==> src/rtl/rv32i_multicycle_ctrl.sv <==
// Multi-cycle control FSM for the RV32I core: sequences fetch/decode/execute/memory/writeback
// over the shared datapath, counts retired instructions and traps on illegal opcodes or bus timeouts.
module rv32i_multicycle_ctrl #(
    parameter int MAX_WAIT = 255
) (
    input  logic        i_clk,
    input  logic        i_rst_n,
    input  logic [31:0] i_instr,
    input  logic        i_mem_ready,
    input  logic        i_br_taken,
    output logic        o_mem_req,
    output logic        o_mem_we,
    output logic        o_mem_addr_sel,
    output logic        o_ir_we,
    output logic        o_pc_we,
    output logic [1:0]  o_pc_sel,
    output logic        o_rf_we,
    output logic [1:0]  o_wb_sel,
    output logic        o_alu_a_sel,
    output logic        o_alu_b_imm,
    output logic        o_illegal,
    output logic        o_bus_err,
    output logic [31:0] o_instret,
    output logic [2:0]  o_state
);

    typedef enum logic [2:0] {
        S_FETCH  = 3'd0,
        S_DECODE = 3'd1,
        S_EXEC   = 3'd2,
        S_MEM    = 3'd3,
        S_WB     = 3'd4,
        S_TRAP   = 3'd5,
        S_RST    = 3'd6
    } state_t;

    localparam logic [6:0] OPC_LOAD   = 7'b0000011;
    localparam logic [6:0] OPC_OPIMM  = 7'b0010011;
    localparam logic [6:0] OPC_STORE  = 7'b0100011;
    localparam logic [6:0] OPC_BRANCH = 7'b1100011;
    localparam logic [6:0] OPC_LUI    = 7'b0110111;
    localparam logic [6:0] OPC_AUIPC  = 7'b0010111;
    localparam logic [6:0] OPC_JAL    = 7'b1101111;
    localparam logic [6:0] OPC_JALR   = 7'b1100111;
    localparam logic [6:0] OPC_OP     = 7'b0110011;

    // The wait counter holds the number of already-elapsed unready cycles, so the
    // last permitted wait cycle is the one entered with count MAX_WAIT-1.
    localparam logic [7:0] WAIT_LAST = 8'(MAX_WAIT - 1);

    state_t      state_reg, state_next;
    logic [7:0]  wait_cnt_reg, wait_cnt_next;
    logic [31:0] instret_reg;
    logic        illegal_reg, bus_err_reg;
    logic        retire, set_illegal, set_bus_err;
    logic        rf_we_raw;

    logic [6:0]  opcode;
    logic        rd_zero;
    logic        is_legal;
    logic        unused_instr_bits;

    assign opcode            = i_instr[6:0];
    assign rd_zero           = (i_instr[11:7] == 5'd0);
    assign unused_instr_bits = ^i_instr[31:12];

    always_comb begin
        case (opcode)
            OPC_LOAD, OPC_OPIMM, OPC_STORE, OPC_BRANCH, OPC_LUI,
            OPC_AUIPC, OPC_JAL, OPC_JALR, OPC_OP: is_legal = 1'b1;
            default:                              is_legal = 1'b0;
        endcase
    end

    always_ff @(posedge i_clk or negedge i_rst_n) begin
        if (!i_rst_n) begin
            state_reg    <= S_RST;
            wait_cnt_reg <= 8'd0;
            instret_reg  <= 32'd0;
            illegal_reg  <= 1'b0;
            bus_err_reg  <= 1'b0;
        end else begin
            state_reg    <= state_next;
            wait_cnt_reg <= wait_cnt_next;
            if (retire)
                instret_reg <= instret_reg + 32'd1;
            if (set_illegal)
                illegal_reg <= 1'b1;
            if (set_bus_err)
                bus_err_reg <= 1'b1;
        end
    end

    always_comb begin
        state_next     = state_reg;
        wait_cnt_next  = 8'd0;
        retire         = 1'b0;
        set_illegal    = 1'b0;
        set_bus_err    = 1'b0;
        rf_we_raw      = 1'b0;
        o_mem_req      = 1'b0;
        o_mem_we       = 1'b0;
        o_mem_addr_sel = 1'b0;
        o_ir_we        = 1'b0;
        o_pc_we        = 1'b0;
        o_pc_sel       = 2'd0;
        o_wb_sel       = 2'd0;
        o_alu_a_sel    = 1'b0;
        o_alu_b_imm    = 1'b0;

        case (state_reg)
            S_RST: begin
                state_next = S_FETCH;
            end

            S_FETCH: begin
                o_mem_req = 1'b1;
                if (i_mem_ready) begin
                    o_ir_we    = 1'b1;
                    state_next = S_DECODE;
                end else if (wait_cnt_reg == WAIT_LAST) begin
                    state_next  = S_TRAP;
                    set_bus_err = 1'b1;
                end else begin
                    wait_cnt_next = wait_cnt_reg + 8'd1;
                end
            end

            S_DECODE: begin
                if (is_legal) begin
                    state_next = S_EXEC;
                end else begin
                    state_next  = S_TRAP;
                    set_illegal = 1'b1;
                end
            end

            S_EXEC: begin
                o_pc_we    = 1'b1;
                retire     = 1'b1;
                state_next = S_FETCH;
                case (opcode)
                    OPC_OP: begin
                        rf_we_raw = 1'b1;
                    end
                    OPC_OPIMM: begin
                        o_alu_b_imm = 1'b1;
                        rf_we_raw   = 1'b1;
                    end
                    OPC_LUI: begin
                        o_wb_sel  = 2'd3;
                        rf_we_raw = 1'b1;
                    end
                    OPC_AUIPC: begin
                        o_alu_a_sel = 1'b1;
                        o_alu_b_imm = 1'b1;
                        rf_we_raw   = 1'b1;
                    end
                    OPC_JAL: begin
                        o_wb_sel  = 2'd2;
                        o_pc_sel  = 2'd1;
                        rf_we_raw = 1'b1;
                    end
                    OPC_JALR: begin
                        o_alu_b_imm = 1'b1;
                        o_wb_sel    = 2'd2;
                        o_pc_sel    = 2'd2;
                        rf_we_raw   = 1'b1;
                    end
                    OPC_BRANCH: begin
                        o_pc_sel = i_br_taken ? 2'd1 : 2'd0;
                    end
                    OPC_LOAD, OPC_STORE: begin
                        // Address computation only; the access itself happens in MEM.
                        o_alu_b_imm = 1'b1;
                        o_pc_we     = 1'b0;
                        retire      = 1'b0;
                        state_next  = S_MEM;
                    end
                    default: begin
                        // IR changed under us after DECODE: treat as illegal rather than guess.
                        o_pc_we     = 1'b0;
                        retire      = 1'b0;
                        state_next  = S_TRAP;
                        set_illegal = 1'b1;
                    end
                endcase
            end

            S_MEM: begin
                o_mem_req      = 1'b1;
                o_mem_addr_sel = 1'b1;
                o_alu_b_imm    = 1'b1;
                o_mem_we       = (opcode == OPC_STORE);
                if (i_mem_ready) begin
                    if (opcode == OPC_STORE) begin
                        o_pc_we    = 1'b1;
                        retire     = 1'b1;
                        state_next = S_FETCH;
                    end else begin
                        state_next = S_WB;
                    end
                end else if (wait_cnt_reg == WAIT_LAST) begin
                    state_next  = S_TRAP;
                    set_bus_err = 1'b1;
                end else begin
                    wait_cnt_next = wait_cnt_reg + 8'd1;
                end
            end

            S_WB: begin
                rf_we_raw  = 1'b1;
                o_wb_sel   = 2'd1;
                o_pc_we    = 1'b1;
                retire     = 1'b1;
                state_next = S_FETCH;
            end

            S_TRAP: begin
                state_next = S_TRAP;
            end

            default: begin
                state_next = S_RST;
            end
        endcase
    end

    // Writes to x0 are suppressed here so the register file never sees them.
    assign o_rf_we   = rf_we_raw & ~rd_zero;
    assign o_illegal = illegal_reg;
    assign o_bus_err = bus_err_reg;
    assign o_instret = instret_reg;
    assign o_state   = state_reg;

endmodule

==> config.mk <==
export PLATFORM = sky130hd
export DESIGN_NAME = rv32i_multicycle_ctrl
export DESIGN_NICKNAME = d
export VERILOG_FILES = /design/src/rtl/rv32i_multicycle_ctrl.sv
export SDC_FILE = /design/constraint.sdc
export NUM_CORES = 1
export LEC_CHECK = 0
export CORE_ASPECT_RATIO = 2
export CORE_MARGIN = 3
export CORE_UTILIZATION = 41
export DETAILED_ROUTE_END_ITERATION = 16
export PLACE_DENSITY = 0.81
export SLEW_MARGIN = 20
export SYNTH_ARGS = -nofsm -noshare
export SYNTH_HDL_FRONTEND = slang
export SYNTH_SLANG_ARGS = --single-unit
==> constraint.sdc <==
create_clock -name i_clk -period 2.5 [get_ports i_clk]
set_input_delay 0.5 -clock i_clk [delete_from_list [all_inputs] [get_ports i_clk]]
set_output_delay 0.5 -clock i_clk [all_outputs]
set_load 0.02 [all_outputs]
======== Word-level counts from Yosys, hierarchy flattened ========
Cells that the tools add are included.
cells by class
  $add $sub $neg .......................... 2
  eq/ne operators ......................... 16
  muxes and demuxes ....................... 37
  bitwise gates (word level) .............. 2
  reductions and logical operators ........ 10
operator list
  kind                                                              number
  32-bit by 1-bit adder with 32-bit output (second input constant)  1
  8-bit two-way mux                                                 3
  7-bit by 6-bit == test with 1-bit output (second input constant)  3
  7-bit == test (second input constant)                             3
  1-bit two-way mux                                                 19
  3-bit one-hot mux with 6 select lines                             1
  3-bit two-way mux                                                 5
  7-bit by 5-bit == test with 1-bit output (second input constant)  2
  3-bit == test (second input constant)                             3
  9-bit OR reduction                                                1
  8-bit by 1-bit adder with 8-bit output (second input constant)    1
  8-bit == test (second input constant)                             1
  2-bit one-hot mux with 2 select lines                             2
  2-bit OR reduction                                                4
  7-bit by 2-bit == test with 1-bit output (second input constant)  1
  7-bit OR reduction                                                1
  3-bit by 2-bit == test with 1-bit output (second input constant)  2
  1-bit one-hot mux with 2 select lines                             3
  2-bit one-hot mux with 3 select lines                             1
  3-bit one-hot mux with 2 select lines                             1
  6-bit OR reduction                                                1
  5-bit logical NOT                                                 1
  5-bit OR reduction                                                1
  3-bit by 1-bit == test with 1-bit output (second input constant)  1
  5 further kinds                                                   5
word-level totals
  register bits after elaboration ......... 45
  output and inout port bits .............. 49

======== Longest topological paths before layout ========
  word-level depth ........................ 5
  depth in mapped cells ................... 7
  mapped depth without buffers ............ 6

======== Worst setup path after synthesis ========
Ideal clock, no wire load.
  kind .................................... in2out
  start point ............................. input port i_instr[2]
  end point ............................... output port o_pc_we
  data arrival time ....................... 2,017 ps
  data required time ...................... 2,000 ps
  path slack .............................. -17 ps
  cell stages on the path ................. 5
  path through ............................ buf_6 -> or4_1 -> or4_1 -> o221ai_2 -> buf_2
between the ends
  longest elaborated chain between the ends .. 4
  elaborated cells between the ends (all ways) .. 13
  those cells by class .................... 8 x eq/ne; 4 x mux; 1 x reduce/logical
RTL lines
  what                                                               line      source
  start: declaration                                                 8         input logic [31:0] i_instr,
  7-bit == test, or another cell as far along                        142       case (opcode)
  7-bit OR reduction (no line) or 1-bit two-way mux (tied branches)  n/a
  1-bit two-way mux (on tied branches)                               142, 195
  1-bit one-hot mux with 3 select lines (*)                          111       case (state_reg)
  end: declaration                                                   15        output logic o_pc_we,
Mark *: on every way between the ends. The rest lies on a longest branch, timed or not.

======== Worst setup path after layout ========
  start point ............................. input port i_instr[6]
  end point ............................... output port o_pc_we
Same word-level chain as after synthesis.

==> reports/results.ini <==
[synthesis]
synth_edf_count = 0
yosys.area.top_type = dfrtp_1
ys_seq_area_share_pct = 45.28
ys_ff_latch = 45
yosysWarningCount = 0
synthDistinctLibCells = 40
async_flop_share_pct = 100.0
synth_area_per_cell_um2 = 9.890
syn_nets = 291
synth_flop_cell = dfrtp_1
syn_inst = 252
synthTopCellsByArea = dfrtp_1, xnor2_1, nand3_1
synth_area_um2 = 2492
synth_top_area_share_pct = 43.17

[finish]
layoutNonFillerInstCount = 399
areaGrowthSynthToFinish_pct = 40.81
antenna_cells = 0
nFillCells = 492
regArea_um2 = 1129
drive_gt1_share_pct = 18.34
fin_nets = 376
multi_input_area_um2 = 1321
final_util_pct = 60.44
largest_register_ffs = 32
fin_area_um2 = 3510

[power]
power.density_nw_per_um2 = 708.3
p_total_uw = 2486
leakagePower_uw = 0.001446
vdd_drop_max_mv = 0.7175

[global_routing]
grt.total_usage_pct = 19.15
overflow = 0
grt_pass1_vias = 2291
antenna_found_initial = 0
grt_max_degree = 32
grt_pass1_wl_mm = 10.41

[place]
place_congestion = 0.8702
postPlaceCellArea_um2 = 3337
io_buffers = 64
placed_cells = 391
dp_hpwl_mm = 4.785

[detailed_routing]
post-route-drc-count = 0
ant_nets = 0
post_drt_wl_per_cell_um = 16.15
via_count = 2256
drt_iter0_drc = 99
viasPerCell = 5.654
drt_pass1_iterations = 4
routed_wl_mm = 6.443

[critical_path]
path_delay_family = simple AND/OR/NAND/NOR gates
worstPathCellList = dlygate4sd2_1 -> or4_4 -> or4_4 -> o221ai_4 -> buf_6
path_class = input port to output port
max_stage_delay_ns = 0.52
cpMaxStageDelayCell = or4_4
path_buf_inv = 2
path_max_fanout = 3
cp_common_cell = or4_4
end_kind = output port
startpoint_type = input port
crit_arrival_ns = 1.96
required_ns = 2.00

[timing]
maxSlewHeadroom_pct = 61.85
finalMaxSlewViolations = 0
period_share_pct = 98.43
tns_ns = 0
fin_skew_ns = 0.004619
worst_pin_slew_ns = 0.5723
fmax_mhz = 406.4
setup_violations = 0
min_period_ns = 2.461
hold_violations = 0

[clock_tree]
cts_buffers = 5
cts_tree = done
htree_levels = 2
clock_latency_ns = 0.29
clock_sinks = 45
cts_root_buffer = clkbuf_16
postCtsSetupRepairBufs = 0
max-clock-path-buffers = 2
clk_pin_slew_ns = 0.06
cts_hold_buf = 0

[hold_path]
hold_class = input port to async pin

[run]
max-cap-violations = 0

[floorplanning]
initial_core_util_pct = 42.92
dieHeight_um = 116.3
io_pins = 85
coreArea_um2 = 5807
fp-row-count = 39
dieArea_um2 = 7107
dieWidth_um = 61.13

[status]
status = complete, no violations

==> kinds of logic after synthesis <==
logic type / share of synthesized area, %
fa+ha+maj: 1.506
buf+inv: 3.414
mux: 0.9036
xor+xnor: 13.35
compound gates: 6.024
simple gates: 29.52
flops: 45.28
==> synth_stat cells (all sizes together) (3+ instances only) <==
cell,n
and3,12
and4,4
clkbuf,8
o21ai,7
nor2b,4
nor4b,5
nand2b,3
xnor2,26
nand4,16
ha,3
nand3b,3
nor2,22
nand2,12
or4,5
nor3,6
nor3b,4
inv,6
buf,4
dfrtp,43
xor2,12
a21oi,7
nand3,22
==> per-stage QoR <==
step	setup slack, ns	hold slack, ns
5_1_grt	-0.0006877	0.2436
2_1_floorplan	0.03332	0.2044
4_1_cts	0.002750	0.2173
3_5_place_dp	-0.8150	0.4527
3_3_place_gp	-0.7975	0.4469
6_report	0.03924	0.2052
==> power by group <==
part           switching [µW]  internal [µW]
clock network             257            499
logic                     463            375
registers                88.2            803
==> per-layer routing <==
layer / global-route usage [%] / vias to the layer above / share of wire, %
met4: 8.538 / 0 / 2.9
met3: 3.208 / 14 / 5.5
met1: 20.03 / 1092 / 36
met2: 35.36 / 86 / 55
met5: 0 / - / 0
li1: - / 1064 / -
==> cell type report <==
| type | instances | area share [%] |
|---|---|---|
| Clock buffer | 7 | 4.064 |
| Inverter | 6 | 0.6417 |
| Tap cell | 61 | 2.175 |
| Clock inverter | 1 | 0.8556 |
| Multi-Input combinational cell | 189 | 37.65 |
| Timing Repair Buffer | 90 | 22.46 |
| Sequential cell | 45 | 32.16 |
==> path summary, 6_finish.rpt <==
check	slack, ns	startpoint	depth (start not counted)	endpoint
hold / removal	0.21	i_rst_n	1	o_instret[26]
setup / recovery	0.04	i_instr[6]	5	o_pc_we
setup reg to reg	0.31	o_state[1]	6	o_instret[25]
hold reg to reg	0.46	o_illegal	1	o_illegal
min in group i_clk	0.46	o_illegal	1	o_illegal
max in group asynchronous	1.56	i_rst_n	2	o_state[1]
==> cell usage in the layout, fill, tap and decap left out, types with 2 or more instances in the layout <==
cell / count
a21oi_1: 7
and2_1: 2
and3_1: 12
and4_1: 4
buf_2: 5
buf_4: 25
buf_6: 2
clkbuf_16: 5
clkbuf_2: 5
clkdlybuf4s50_1: 48
dfrtp_1: 43
dfstp_2: 2
dlygate4sd2_1: 3
ha_1: 3
inv_1: 6
mux2_2: 2
nand2_1: 12
nand2b_1: 3
nand3_1: 22
nand3b_1: 3
nand4_1: 16
nor2_1: 21
nor2b_1: 4
nor3_1: 5
nor3b_1: 2
nor3b_2: 2
nor4b_2: 2
nor4b_4: 2
o211ai_1: 2
o21ai_0: 7
or4_1: 3
or4_4: 2
xnor2_1: 26
xor2_1: 12
==> what timing repair did <==
item,4_1_cts,5_1_grt
pin swaps,2,2
setup endpoints to repair,40,6
resized for setup,44,13
Note: power is estimated with default switching activity, not from simulation.
